**config.mk**
```make
export PLATFORM = sky130hd
export DESIGN_NAME = adc_driver
export DESIGN_NICKNAME = d
export VERILOG_FILES = /design/src/rtl/adc_driver.sv
export SDC_FILE = /design/constraint.sdc
export NUM_CORES = 1
export LEC_CHECK = 0
export CAP_MARGIN = 20
export CORE_MARGIN = 3
export CORE_UTILIZATION = 40
export DETAILED_ROUTE_END_ITERATION = 7
export SYNTH_ARGS = -nofsm -noshare
export SYNTH_HDL_FRONTEND = slang
export SYNTH_SLANG_ARGS = --single-unit
```
**constraint.sdc**
```tcl
create_clock -name clk -period 2.3 [get_ports clk]
set_clock_uncertainty 0.15 [all_clocks]
set_input_delay 0.46 -clock clk [delete_from_list [all_inputs] [get_ports clk]]
set_output_delay 0.46 -clock clk [all_outputs]
set_load 0.03 [all_outputs]
```
**src/rtl/adc_driver.sv**
```systemverilog
// Serial reader for a 12-bit, 8-channel SPI-style ADC (ADC128S022 class).
// One start request runs a 16-sclk frame and publishes the result with a one-cycle done pulse.
module adc_driver #(
    parameter int unsigned CLK_DIV = 2
) (
    input  logic        clk,
    input  logic        rst_n,
    input  logic        en,
    input  logic [2:0]  ch,
    output logic        cs_n,
    output logic        sclk,
    output logic        din,
    input  logic        dout,
    output logic [11:0] data,
    output logic [2:0]  data_ch,
    output logic        cvt_done,
    output logic        busy
);

    typedef enum logic [1:0] {
        IDLE  = 2'd0,
        SHIFT = 2'd1,
        DONE  = 2'd2,
        GAP   = 2'd3
    } state_t;

    localparam logic [7:0] HALF_LAST = 8'(CLK_DIV - 1);
    localparam logic [4:0] LAST_BIT  = 5'd15;
    localparam logic [4:0] BIT_LIMIT = 5'd16;

    state_t      state_q, state_d;
    logic [7:0]  half_cnt_q, half_cnt_d;
    logic [4:0]  bit_cnt_q, bit_cnt_d;
    logic [15:0] addr_shift_q, addr_shift_d;
    logic [11:0] rx_shift_q, rx_shift_d;
    logic [2:0]  ch_r_q, ch_r_d;
    logic        cs_n_q, cs_n_d;
    logic        sclk_q, sclk_d;
    logic        din_q, din_d;
    logic [11:0] data_q, data_d;
    logic [2:0]  data_ch_q, data_ch_d;
    logic        cvt_done_q, cvt_done_d;
    logic        busy_q, busy_d;

    logic        half_end;
    logic [7:0]  half_next;

    assign half_end  = (half_cnt_q == HALF_LAST);
    assign half_next = half_end ? 8'd0 : half_cnt_q + 8'd1;

    always_comb begin
        state_d      = state_q;
        half_cnt_d   = half_cnt_q;
        bit_cnt_d    = bit_cnt_q;
        addr_shift_d = addr_shift_q;
        rx_shift_d   = rx_shift_q;
        ch_r_d       = ch_r_q;
        cs_n_d       = cs_n_q;
        sclk_d       = sclk_q;
        din_d        = din_q;
        data_d       = data_q;
        data_ch_d    = data_ch_q;
        cvt_done_d   = 1'b0;
        busy_d       = busy_q;

        case (state_q)
            IDLE: begin
                half_cnt_d = 8'd0;
                bit_cnt_d  = 5'd0;
                if (en && !busy_q) begin
                    ch_r_d       = ch;
                    cs_n_d       = 1'b0;
                    busy_d       = 1'b1;
                    addr_shift_d = {2'b00, ch, 11'b0};
                    state_d      = SHIFT;
                end
            end

            SHIFT: begin
                half_cnt_d = half_next;
                if (half_end) begin
                    if (sclk_q) begin
                        sclk_d       = 1'b0;
                        din_d        = addr_shift_q[15];
                        addr_shift_d = {addr_shift_q[14:0], 1'b0};
                    end else begin
                        // Only the last 12 bits survive; the 4 leading bits fall off the top.
                        sclk_d     = 1'b1;
                        rx_shift_d = {rx_shift_q[10:0], dout};
                        if (bit_cnt_q != BIT_LIMIT) begin
                            bit_cnt_d = bit_cnt_q + 5'd1;
                        end
                        if (bit_cnt_q == LAST_BIT) begin
                            state_d = DONE;
                        end
                    end
                end
            end

            DONE: begin
                half_cnt_d = half_next;
                if (half_end) begin
                    cs_n_d     = 1'b1;
                    data_d     = rx_shift_q;
                    data_ch_d  = ch_r_q;
                    cvt_done_d = 1'b1;
                    state_d    = GAP;
                end
            end

            GAP: begin
                half_cnt_d = half_next;
                if (half_end) begin
                    busy_d  = 1'b0;
                    state_d = IDLE;
                end
            end

            default: begin
                state_d      = IDLE;
                half_cnt_d   = 8'd0;
                bit_cnt_d    = 5'd0;
                addr_shift_d = 16'd0;
                rx_shift_d   = 12'd0;
                ch_r_d       = 3'd0;
                cs_n_d       = 1'b1;
                sclk_d       = 1'b1;
                din_d        = 1'b0;
                data_d       = 12'd0;
                data_ch_d    = 3'd0;
                cvt_done_d   = 1'b0;
                busy_d       = 1'b0;
            end
        endcase
    end

    always_ff @(posedge clk) begin
        if (!rst_n) begin
            state_q      <= IDLE;
            half_cnt_q   <= 8'd0;
            bit_cnt_q    <= 5'd0;
            addr_shift_q <= 16'd0;
            rx_shift_q   <= 12'd0;
            ch_r_q       <= 3'd0;
            cs_n_q       <= 1'b1;
            sclk_q       <= 1'b1;
            din_q        <= 1'b0;
            data_q       <= 12'd0;
            data_ch_q    <= 3'd0;
            cvt_done_q   <= 1'b0;
            busy_q       <= 1'b0;
        end else begin
            state_q      <= state_d;
            half_cnt_q   <= half_cnt_d;
            bit_cnt_q    <= bit_cnt_d;
            addr_shift_q <= addr_shift_d;
            rx_shift_q   <= rx_shift_d;
            ch_r_q       <= ch_r_d;
            cs_n_q       <= cs_n_d;
            sclk_q       <= sclk_d;
            din_q        <= din_d;
            data_q       <= data_d;
            data_ch_q    <= data_ch_d;
            cvt_done_q   <= cvt_done_d;
            busy_q       <= busy_d;
        end
    end

    assign cs_n     = cs_n_q;
    assign sclk     = sclk_q;
    assign din      = din_q;
    assign data     = data_q;
    assign data_ch  = data_ch_q;
    assign cvt_done = cvt_done_q;
    assign busy     = busy_q;

endmodule

```
Word-level counts from Yosys, hierarchy flattened:

Index checks and enable logic that the tools add are counted.

* register bits after elaboration: 66
* input port bits: 7
* output and inout port bits: 20

* $add $sub $neg: 2
* equality and inequality tests: 14
* mux-type cells: 25
* bitwise gates (word level): 1
* reductions and logical operators: 18

Operators by type and width (count)
* 2-to-1 mux 16 bit: 3
* one-hot mux 16 bit (2 select lines): 1
* inequality test 2 bit (second input constant): 8
* one-hot mux 8 bit (2 select lines): 1
* 2-to-1 mux 5 bit: 3
* 2-to-1 mux 2 bit: 6
* AND reduction 3 bit: 4
* one-hot mux 5 bit (2 select lines): 1
* adder 8 x 1 -> 8 bit (second input constant): 1
* == test 8 x 1 -> 1 bit (second input constant): 1
* 2-to-1 mux 8 bit: 1
* one-hot mux 2 bit (4 select lines): 1
* AND reduction 2 bit: 4
* AND reduction 4 bit: 2
* 2-to-1 mux 1 bit: 6
* AND reduction 6 bit: 1
* nonzero test 2 bit: 3
* adder 5 x 1 -> 5 bit (second input constant): 1
* == test 5 x 4 -> 1 bit (second input constant): 1
* inequality test 5 bit (second input constant): 1
* == test 2 bit (second input constant): 2
* one-hot mux 1 bit (2 select lines): 2
* OR reduction 3 bit: 1
* == test 2 x 1 -> 1 bit (second input constant): 1
* other kinds (4): 4

Longest topological paths before layout:

Gate-level depths: netlist of the first run.

* depth in word-level cells: 5
* mapped depth: 8
* mapped depth without buffers: 7

Least setup slack after synthesis of the first run:

No wires, ideal clock.

* path kind: reg-to-reg
* from: register half_cnt_q[0]
* to: register bit_cnt_q[2]
* data arrival time: 1.472 ns
* required time: 2.034 ns
* path slack: 0.561 ns
* cell stages (with the launch flop): 6
* clock period less this slack: 1.739 ns
* cell sequence: dfxtp_1 > ha_1 > nor4b_4 > and4b_4 > nor2_1 > a31o_2

* word-level cells in the longest chain between the ends: 3

Ends and longest elaborated chain
* from (decl): RTL line 32 `logic [7:0] half_cnt_q, half_cnt_d;`
* from (signal assigned): RTL line 154 `half_cnt_q <= half_cnt_d;`
* == test 8 x 1 -> 1 bit: RTL line 48 `assign half_end = (half_cnt_q == HALF_LAST);`
* inequality test 2 bit (no line)
* AND reduction 4 bit (no line)
* to (signal assigned): RTL line 155 `bit_cnt_q <= bit_cnt_d;`
* to (decl): RTL line 33 `logic [4:0] bit_cnt_q, bit_cnt_d;`

No other way between the ends.
A chain may end at the register's enable or synchronous reset.

Worst setup path after layout of the first run:

* from: register sclk_q, in the netlist sclk
* to: output port sclk

RTL lines
* from (decl): RTL line 38 `logic sclk_q, sclk_d;`
* from (signal assigned): RTL line 160 `sclk_q <= sclk_d;`
* to (decl): RTL line 11 `output logic sclk,`

No word-level cell between the ends.

==> reports/metrics.csv, run 1 <==
metric,value,unit
portBuffers,26,
initial_utilization,42.7,%
max-vdd-ir-drop,0.370,mV
p_leak,1.01,nW
dr.pass1.iters,4,
syn_area,0.00242,sq mm
cts_resized,0,
synth_fp_nets,286,
pwr-share-seq,44.8,%
hp-start,data[3],
crit_family,buffers and inverters,
numCtsBuffers,5,
grt_use_met2,22.4,%
die_w,83.8,um
globalRouteOverflowTotal,0,
hpwl,3550,um
drive_gt1_share,11.8,%
grt_first_pass_wirelength,8630,um
place_congestion,0.740,
worstPathCellList,clkdlybuf4s50_1,
tightest_slew,0.545,ns
synthFlopType,dfxtp_1,
required,1.69,ns
hp-class,reg2reg,
arrival,1.56,ns
fmax,461,MHz
gr-usage-met3,3.16,%
max_cap_violations,0,
fin_ws,0.130,ns
grt_setup_unrepaired,no,
busiest_layer,met2,
totalWireLength,4910,um
finalSetupTns,0,ns
cts.path.max_buffers,2,
cts_tree,done,
synthToLayoutAreaGrowth,17.4,%
mostFrequentLayoutCell,dfxtp_1,
synth-edff-count,0,
status,finished clean,
drc,0,
cp-end-kind,output pin,
place_ws,0.241,ns
startpoint,sclk,
synth_async_sr_flop_share,0,%
min_period_over_period,94.3,%
grt_util_met1,20.5,%
row_count,27,
htree_num_levels,2,
die_h,83.8,um
floorplan.die_area,0.00702,sq mm
mostFrequentLayoutCells,"55 x dfxtp_1, 46 x nand2_1, 26 x clkdlybuf4s50_1",
routedWlPerCell,13.3,um
clock_latency,0.32,ns
r2r_slack,0.26,ns
critPathKind,reg2out,
drv_slew,0,
antenna_found_initial,0,
cts.sinks,55,
cts_root_buf,clkbuf_8,
multi_input_area,0.00119,sq mm
ios,27,
coreArea,0.00568,sq mm
report.final.hold_viol_count,0,
hold_buffers,0,
synth_top_cell_area_share,45.5,%
powerDensity,841,mW/mm^2
grt_max_degree,40,
critPathLaunchType,register,
p_comb_share,31.5,%
relSlewSlack,63.5,%
vias_per_cell,5.18,
yosys-top-cells-area,"dfxtp_1 45%, nand2_1 7.1%, ha_1 4.7%",
crit_slowest_cell,clkdlybuf4s50_1,
seqCellArea,0.00110,sq mm
fillCellCount,555,
drtAntennaViolNets,0,
dr.first_iter.drc_count,86,
critical_path_peak_fanout,9,
fin_nets,311,
p_switching,0.000855,W
n_antenna_cell,0,
cts_setup_buffers,0,
synth.largest_area_cell,dfxtp_1,
yosysSeqAreaShare,45.5,%
p_sw_share,35.8,%
min_period,2.17,ns
internal_power,0.00154,W
r2r_start,half_cnt_q[0],
crit_buf_inv,1,
vias,1907,
clk_pin_slew,0.11,ns
avgSynthCellArea,8.97,sq um
slowest_delay,0.74,ns
ys_warn_count,0,
synth_cell_type_count,45,
pwr-share-clk,23.7,%
grt_pass1_vias,1796,
synth_seq_cells,55,
setup_viol,0,
syn_inst,270,
track_usage,14.9,%
[worst reg2reg max path: cells and delay by family, from the launching register on]
kind / cells / cell delay (ns)
AND/OR/NAND/NOR: 3 / 1.00
flip-flops: 1 / 0.39
adder cells (fa/ha/maj): 1 / 0.16
AO/OA/AOI/OAI: 1 / 0.26
[sequential cells by signal, summed over array words and instances (netlist names)]
name,count
data,12
rx_shift_q,12
half_cnt_q,8
addr_shift_q,5
bit_cnt_q,5
ch_r_q,3
data_ch,3
state_q,2
busy,1
cs_n,1
cvt_done,1
din,1
sclk,1
[cells in the mapped netlist (2+ instances only)]
| cell | count |
|---|---|
| a31o_2 | 2 |
| nand3b_1 | 4 |
| a21oi_1 | 21 |
| nand4_1 | 7 |
| o21ai_0 | 3 |
| inv_1 | 8 |
| and3_1 | 3 |
| o211ai_1 | 2 |
| nor2b_1 | 2 |
| buf_6 | 2 |
| a21oi_2 | 9 |
| dfxtp_1 | 55 |
| nor2_1 | 17 |
| nand2_1 | 46 |
| nand2b_1 | 6 |
| o31ai_1 | 2 |
| xnor2_1 | 3 |
| buf_2 | 2 |
| o22ai_1 | 2 |
| nor3_1 | 2 |
| xor2_1 | 3 |
| clkbuf_1 | 10 |
| a21o_2 | 2 |
| nand3_1 | 21 |
| mux2i_1 | 8 |
| ha_1 | 9 |
[final timing paths]
| kind | end | cells after the start |
|---|---|---|
| worst max-delay path | sclk | 1 |
| worst min-delay path | data[3] | 2 |
| worst max register to register | bit_cnt_q[2] | 5 |
| worst min register to register | data[3] | 2 |
[power groups by stage]
stage / clock network [W] / logic [W] / registers [W]
4_1_cts: 0.000583 / 0.000758 / 0.00107
6_report: 0.000567 / 0.000752 / 0.00107
3_3_place_gp: 0 / 0.000751 / 0.00109
5_1_grt: 0.000613 / 0.000838 / 0.00108
3_5_place_dp: 0 / 0.000757 / 0.00109
2_1_floorplan: 0 / 0.000582 / 0.00110
[cell type report]
| cell class | instances | area share [%] |
|---|---|---|
| Multi-Input combinational cell | 191 | 42.0 |
| Sequential cell | 55 | 38.7 |
| Timing Repair Buffer | 34 | 11.7 |
| Tap cell | 72 | 3.17 |
| Clock buffer | 5 | 2.42 |
| Inverter | 8 | 1.06 |
| Clock inverter | 3 | 0.925 |
[metrics by stage]
step	cells	hold slack [ns]	power [W]	utilization, %	area, sq um
6_report	368	0.308	0.00239	50.1	2840
5_1_grt	368	0.332	0.00253	50.1	2840
4_1_cts	368	0.313	0.00241	50.1	2840
3_5_place_dp	360	0.298	0.00185	48.4	2750
3_3_place_gp	360	0.288	0.00184	48.4	2750
2_1_floorplan	270	0.279	0.00169	-	2420
[cells by family after synthesis]
logic type | share of synthesized area, %
buffers and inverters | 5.27
muxes | 3.31
AOI/OAI and AO/OA | 14.2
and+or+nand+nor | 25.0
DFF | 45.5
xor gates and xnor gates | 2.17
adders and majority gates | 4.65
[per-layer routing]
metal  vias to the layer above  part of all wire [%]
met1                       882                    52
li1                        978                     -
met4                         0                   2.3
met3                        12                   4.2
met2                        35                    42
met5                         -                     0
No activity file was read; power rests on OpenSTA's default activity.
==> inputs of run 2 (changes only) <==
--- a/config.mk
+++ b/config.mk
@@ -5,10 +5,12 @@
 export SDC_FILE = /design/constraint.sdc
 export NUM_CORES = 1
 export LEC_CHECK = 0
+export ABC_AREA = 1
 export CAP_MARGIN = 20
 export CORE_MARGIN = 3
-export CORE_UTILIZATION = 40
+export CORE_UTILIZATION = 50
 export DETAILED_ROUTE_END_ITERATION = 7
+export PLACE_DENSITY = 0.72
 export SYNTH_ARGS = -nofsm -noshare
 export SYNTH_HDL_FRONTEND = slang
 export SYNTH_SLANG_ARGS = --single-unit
==> constraint.sdc (replaced) <==
create_clock -name clk -period 2.3 [get_ports clk]
set_clock_uncertainty 0.15 [all_clocks]
set_input_delay 0.46 -clock clk [delete_from_list [all_inputs] [get_ports clk]]
set_output_delay 0.46 -clock clk [all_outputs]
set_load 0.01 [all_outputs]
==> run 2 against run 1 <==
Effect of this change: final area fell by 0.97%; die area shrank 18%; fmax up 12%; via count up 4.2%; critical path type unchanged; critical endpoint is now busy; highest routed layer unchanged.
==> reports/metrics.csv, run 2 <==
metric,value,unit,change
status,finished clean,,unchanged
max-vdd-ir-drop,0.505,mV,was 0.370 mV
die_w,75.7,um,was 83.8 um
avgSynthCellArea,7.80,sq um,was 8.97 sq um
portBuffers,26,,unchanged
drv_slew,0,,unchanged
grt_setup_unrepaired,no,,unchanged
tightest_slew,0.500,ns,was 0.545 ns
synth_adder_area_share,4.64,%,was 4.65%
setup_viol,0,,unchanged
coreArea,0.00450,sq mm,was 0.00568 sq mm
fillCellCount,401,,was 555
powerDensity,905,mW/mm^2,was 841 mW/mm^2
vias_per_cell,5.07,,was 5.18
clock_latency,0.30,ns,was 0.32 ns
globalRouteOverflowTotal,0,,unchanged
drtAntennaViolNets,0,,unchanged
syn_inst,311,,was 270
yosys-top-cells-count,"55 x dfxtp_1, 42 x inv_1, 41 x a21oi_1",,"was 55 x dfxtp_1, 46 x nand2_1, 21 x a21oi_1, 21 x nand3_1, 17 x nor2_1"
place_congestion,0.827,,was 0.740
die_h,75.7,um,was 83.8 um
fin_ws,0.358,ns,was 0.130 ns
antenna_found_initial,0,,unchanged
drc,0,,unchanged
grt_pass1_vias,1841,,was 1796
synth_cell_type_count,27,,was 45
grt_first_pass_wirelength,7900,um,was 8630 um
mostFrequentLayoutCell,dfxtp_1,,unchanged
crit_slowest_cell,clkdlybuf4s50_1,,unchanged
multi_input_area,0.00107,sq mm,was 0.00119 sq mm
totalWireLength,4590,um,was 4910 um
track_usage,17.8,%,was 14.9%
routedWlPerCell,11.7,um,was 13.3 um
synth_async_sr_flop_share,0,%,unchanged
slowest_delay,0.58,ns,was 0.74 ns
syn_area,0.00243,sq mm,was 0.00242 sq mm
relSlewSlack,66.4,%,was 63.5%
whs_path_depth,2,,unchanged
startpoint,busy,,was sclk
cts.sinks,55,,unchanged
ys_warn_count,0,,unchanged
hp-start,rx_shift_q[11],,was data[3]
drive_gt1_share,9.12,%,was 11.8%
dpl.cell_count,384,,was 360
hpwl,3290,um,was 3550 um
arrival,1.33,ns,was 1.56 ns
ios,27,,unchanged
crit_buf_inv,1,,unchanged
critical_path_peak_fanout,5,,was 9
seqCellArea,0.00110,sq mm,unchanged
dr.pass1.iters,4,,unchanged
cts_resized,0,,unchanged
report.final.hold_viol_count,0,,unchanged
yosys.area_share.simple,19.9,%,was 25.0%
synthXorXnorAreaFrac,0.722,%,was 2.17%
required,1.69,ns,about the same
synth_top_family_by_area,simple AND/OR/NAND/NOR gates,,unchanged
power.total,0.00255,W,was 0.00239 W
synth.largest_area_cell,dfxtp_1,,unchanged
mostFrequentLayoutCells,"55 x dfxtp_1, 42 x inv_1, 41 x a21oi_1",,"was 55 x dfxtp_1, 46 x nand2_1, 26 x clkdlybuf4s50_1"
instances_no_fill,392,,was 368
min_period_over_period,84.4,%,was 94.3%
critPathLaunchType,register,,unchanged
cts_setup_buffers,0,,unchanged
fin_nets,355,,was 311
clk_pin_slew,0.10,ns,was 0.11 ns
worstPathCellList,clkdlybuf4s50_1,,unchanged
critPathKind,reg2out,,unchanged
initial_utilization,53.9,%,was 42.7%
yosysMostFrequentCell,dfxtp_1,,unchanged
n_antenna_cell,0,,unchanged
vias,1987,,was 1907
min_period,1.94,ns,was 2.17 ns
synthFlopType,dfxtp_1,,unchanged
fmax,515,MHz,was 461 MHz
crit_family,buffers and inverters,,unchanged
cts.path.max_buffers,2,,unchanged
numCtsBuffers,5,,unchanged
synth-edff-count,0,,unchanged
utilization,62.5,%,was 50.1%
grt_max_degree,30,,was 40
max_cap_violations,0,,unchanged
dr.first_iter.drc_count,75,,was 86
synth_top_cell_area_share,45.4,%,was 45.5%
yosysSeqAreaShare,45.4,%,was 45.5%
synth_fp_nets,327,,was 286
row_count,24,,was 27
floorplan.die_area,0.00573,sq mm,was 0.00702 sq mm
rr_worst_depth,7,,was 5
synth_compound_area_share,18.9,%,was 14.2%
finalSetupTns,0,ns,unchanged
r2r_slack,0.37,ns,was 0.26 ns
hold_buffers,0,,unchanged
synthToLayoutAreaGrowth,15.9,%,was 17.4%
holdPathEnd,rx_shift_q[11],,was data[3]
p_leak,1.18,nW,was 1.01 nW
place_ws,0.300,ns,was 0.241 ns
cp-end-kind,output pin,,unchanged
rr_endpoint,ch_r_q[2],,was bit_cnt_q[2]
htree_num_levels,2,,unchanged
cts_root_buf,clkbuf_8,,unchanged
hp-class,reg2reg,,unchanged
cts_tree,done,,unchanged
synth_mux_area_share,0,%,was 3.31%
yosys-top-cells-area,"dfxtp_1 45%, a21oi_1 8.5%, o21ai_0 7.2%",,"was dfxtp_1 45%, nand2_1 7.1%, ha_1 4.7%"
synth_seq_cells,55,,unchanged
r2r_start,state_q[0],,was half_cnt_q[0]
[run 2: cell count changes after synthesis, sizes merged, moves of 4 or more]
cell and delta:
o21ai +40, inv +38, nor2 +21, a21oi +12, nand3 -11, mux2i -8, clkbuf -6, nand2b -6
nand2 -5, nand3b -4
[run 2: final cells by class]
type	count	area share, %
multi-input cells	199	38.2
clock inverters	2	0.622
well taps	52	2.31
inverters	47	6.27
clock buffers	6	2.93
repair buffers	31	10.6
flip-flops and latches	55	39.1
[run 2: per-stage QoR]
stage	area, sq um	hold slack (ns)
4_1_cts	2810	0.318
5_1_grt	2810	0.339
3_5_place_dp	2710	0.302
6_report	2810	0.315
3_3_place_gp	2710	0.295
2_1_floorplan	2430	0.280
[run 2: tightest hold or removal path: cells and delay by family, from the launching register on]
family | cells | cell delay (ns)
flip-flops | 1 | 0.31
buffers and inverters | 1 | 0.06
AO/OA/AOI/OAI | 1 | 0.06
[run 2: how the worst max path moves through the flow]
stage,to,depth (start not counted)
after floorplan,addr_shift_q[11],9
after global placement,state_q[0],8
after detailed placement,ch_r_q[2],6
after CTS,busy,1
after global routing,ch_r_q[2],7
final,busy,1
[run 2: cells by family (layout without fill, tap and decap cells)]
logic type                 after synthesis  after routing
buffers and inverters                   57             86
AOI/OAI and AO/OA                       87             87
xor gates and xnor gates                 2              2
and+or+nand+nor                        101            101
DFF                                     55             55
adders and majority gates                9              9
[run 2: layer usage]
metal | GRT usage, % | vias to the layer above | part of all wire [%]
li1 | - | 1063 | -
met1 | 23.8 | 895 | 49
met2 | 28.2 | 25 | 47
met3 | 4.75 | 4 | 3.2
met4 | 5.24 | 0 | 0.87
met5 | 0 | - | 0
[run 2: where the power goes]
group | internal [W] | switching, W
clock network | 0.000253 | 0.000318
registers | 0.00106 | 0.0000775
logic | 0.000320 | 0.000516
==> inputs of run 3 (changes only) <==
==> constraint.sdc (replaced) <==
create_clock -name clk -period 1.9 [get_ports clk]
set_clock_uncertainty 0.15 [all_clocks]
set_input_delay 0.38 -clock clk [delete_from_list [all_inputs] [get_ports clk]]
set_output_delay 0.38 -clock clk [all_outputs]
set_load 0.01 [all_outputs]
==> run 3 against run 2 <==
Effect of this change: total power rose by 30%; core utilization grew 2.4 points; die area did not move; flip-flop and latch count unchanged.
==> reports/metrics.csv, run 3 (synthesis results as in run 2) <==
metric,value,unit,change
status,finished clean,,unchanged
clk_pin_slew,0.10,ns,about the same
clock_latency,0.30,ns,about the same
place_congestion,0.851,,was 0.827
drtAntennaViolNets,0,,unchanged
finalSetupTns,0,ns,unchanged
dr.first_iter.drc_count,57,,was 75
drc,0,,unchanged
die_w,75.7,um,unchanged
die_h,75.7,um,unchanged
p_leak,1.22,nW,was 1.18 nW
critPathKind,reg2out,,unchanged
report.final.hold_viol_count,0,,unchanged
crit_slowest_cell,clkdlybuf4s50_1,,unchanged
hp-class,reg2reg,,unchanged
tightest_slew,0.296,ns,was 0.500 ns
cts_setup_buffers,0,,unchanged
cts_root_buf,clkbuf_8,,unchanged
initial_utilization,53.9,%,unchanged
arrival,1.25,ns,was 1.33 ns
floorplan.die_area,0.00573,sq mm,unchanged
vias,2037,,was 1987
powerDensity,1130,mW/mm^2,was 905 mW/mm^2
totalWireLength,4770,um,was 4590 um
min_period_over_period,93.4,%,
grt_pass1_vias,1843,,was 1841
coreArea,0.00450,sq mm,unchanged
routedWlPerCell,11.9,um,was 11.7 um
cp-end-kind,output pin,,unchanged
ios,27,,unchanged
grt_first_pass_wirelength,7970,um,was 7900 um
dr.pass1.iters,4,,unchanged
synthToLayoutAreaGrowth,20.5,%,was 15.9%
row_count,24,,unchanged
critPathLaunchType,register,,unchanged
max_cap_violations,0,,unchanged
n_antenna_cell,0,,unchanged
antenna_found_initial,0,,unchanged
slowest_delay,0.55,ns,was 0.58 ns
min_period,1.78,ns,
cts_tree,done,,unchanged
required,1.37,ns,was 1.69 ns
drive_gt1_share,11.8,%,was 9.12%
hold_buffers,0,,unchanged
track_usage,18.0,%,was 17.8%
cts_resized,0,,unchanged
portBuffers,26,,unchanged
mostFrequentLayoutCells,"53 x dfxtp_1, 42 x inv_1, 41 x a21oi_1",,"was 55 x dfxtp_1, 42 x inv_1, 41 x a21oi_1"
setup_viol,0,,unchanged
grt_max_degree,30,,unchanged
relSlewSlack,80.0,%,was 66.4%
critical_path_peak_fanout,5,,unchanged
fmax,563,MHz,
worstPathCellList,clkdlybuf4s50_1,,unchanged
crit_family,buffers and inverters,,unchanged
drv_slew,0,,unchanged
whs,0.318,ns,was 0.315 ns
cts.sinks,55,,unchanged
fin_nets,363,,was 355
dpl.cell_count,392,,was 384
vias_per_cell,5.09,,was 5.07
grt_setup_unrepaired,no,,unchanged
globalRouteOverflowTotal,0,,unchanged
max-vdd-ir-drop,0.599,mV,was 0.505 mV
stdcell_area,0.00292,sq mm,was 0.00281 sq mm
numCtsBuffers,5,,unchanged
dpl_cell_area,0.00280,sq mm,was 0.00271 sq mm
power.total,0.00332,W,was 0.00255 W
instances_no_fill,400,,was 392
mostFrequentLayoutCell,dfxtp_1,,unchanged
hpwl,3490,um,was 3290 um
cts.path.max_buffers,2,,unchanged
crit_buf_inv,1,,unchanged
htree_num_levels,2,,unchanged
run 3: cell types whose count changed in the layout (fill, tap and decap cells not counted), sizes merged:
cell    delta
buf        +8
inv        -1
bufinv     +1
run 3: layout make-up:
class,instances,area (sq um)
Clock buffer,6,72.6
Clock inverter,2,38.8
Fill cell,384,1580
Inverter,47,176
Multi-Input combinational cell,199,1080
Sequential cell,55,1100
Tap cell,52,65.1
Timing Repair Buffer,39,383
run 3: final timing paths:
path	to	slack, ns	cells after the start	from
worst min register to register	data[11]	0.32	2	rx_shift_q[11]
worst max-delay path	busy	0.12	1	busy
worst max register to register	state_q[0]	0.21	9	state_q[0]
worst min-delay path	data[11]	0.32	2	rx_shift_q[11]
run 3: routing by layer:
layer	routed length (um)	vias up	track usage (%)	part of all wire [%]
li1	-	1081	-	-
met4	60	0	5.44	1.3
met5	0	-	0	0
met1	2310	912	23.8	48
met3	185	8	4.49	3.9
met2	2210	36	29.0	46
run 3: power by group:
group | switching (W) | internal [W]
Sequential | 0.0000845 | 0.00129
Combinational | 0.000665 | 0.000500
Clock | 0.000378 | 0.000399
Total | 0.00113 | 0.00219
run 3: through the flow:
| step | util, % | worst slack (ns) |
|---|---|---|
| after floorplan | - | 0.298 |
| after global placement | 62.1 | 0.0914 |
| after detailed placement | 62.1 | 0.0624 |
| after CTS | 64.6 | 0.0281 |
| after global routing | 64.9 | 0.0272 |
| final | 64.9 | 0.125 |
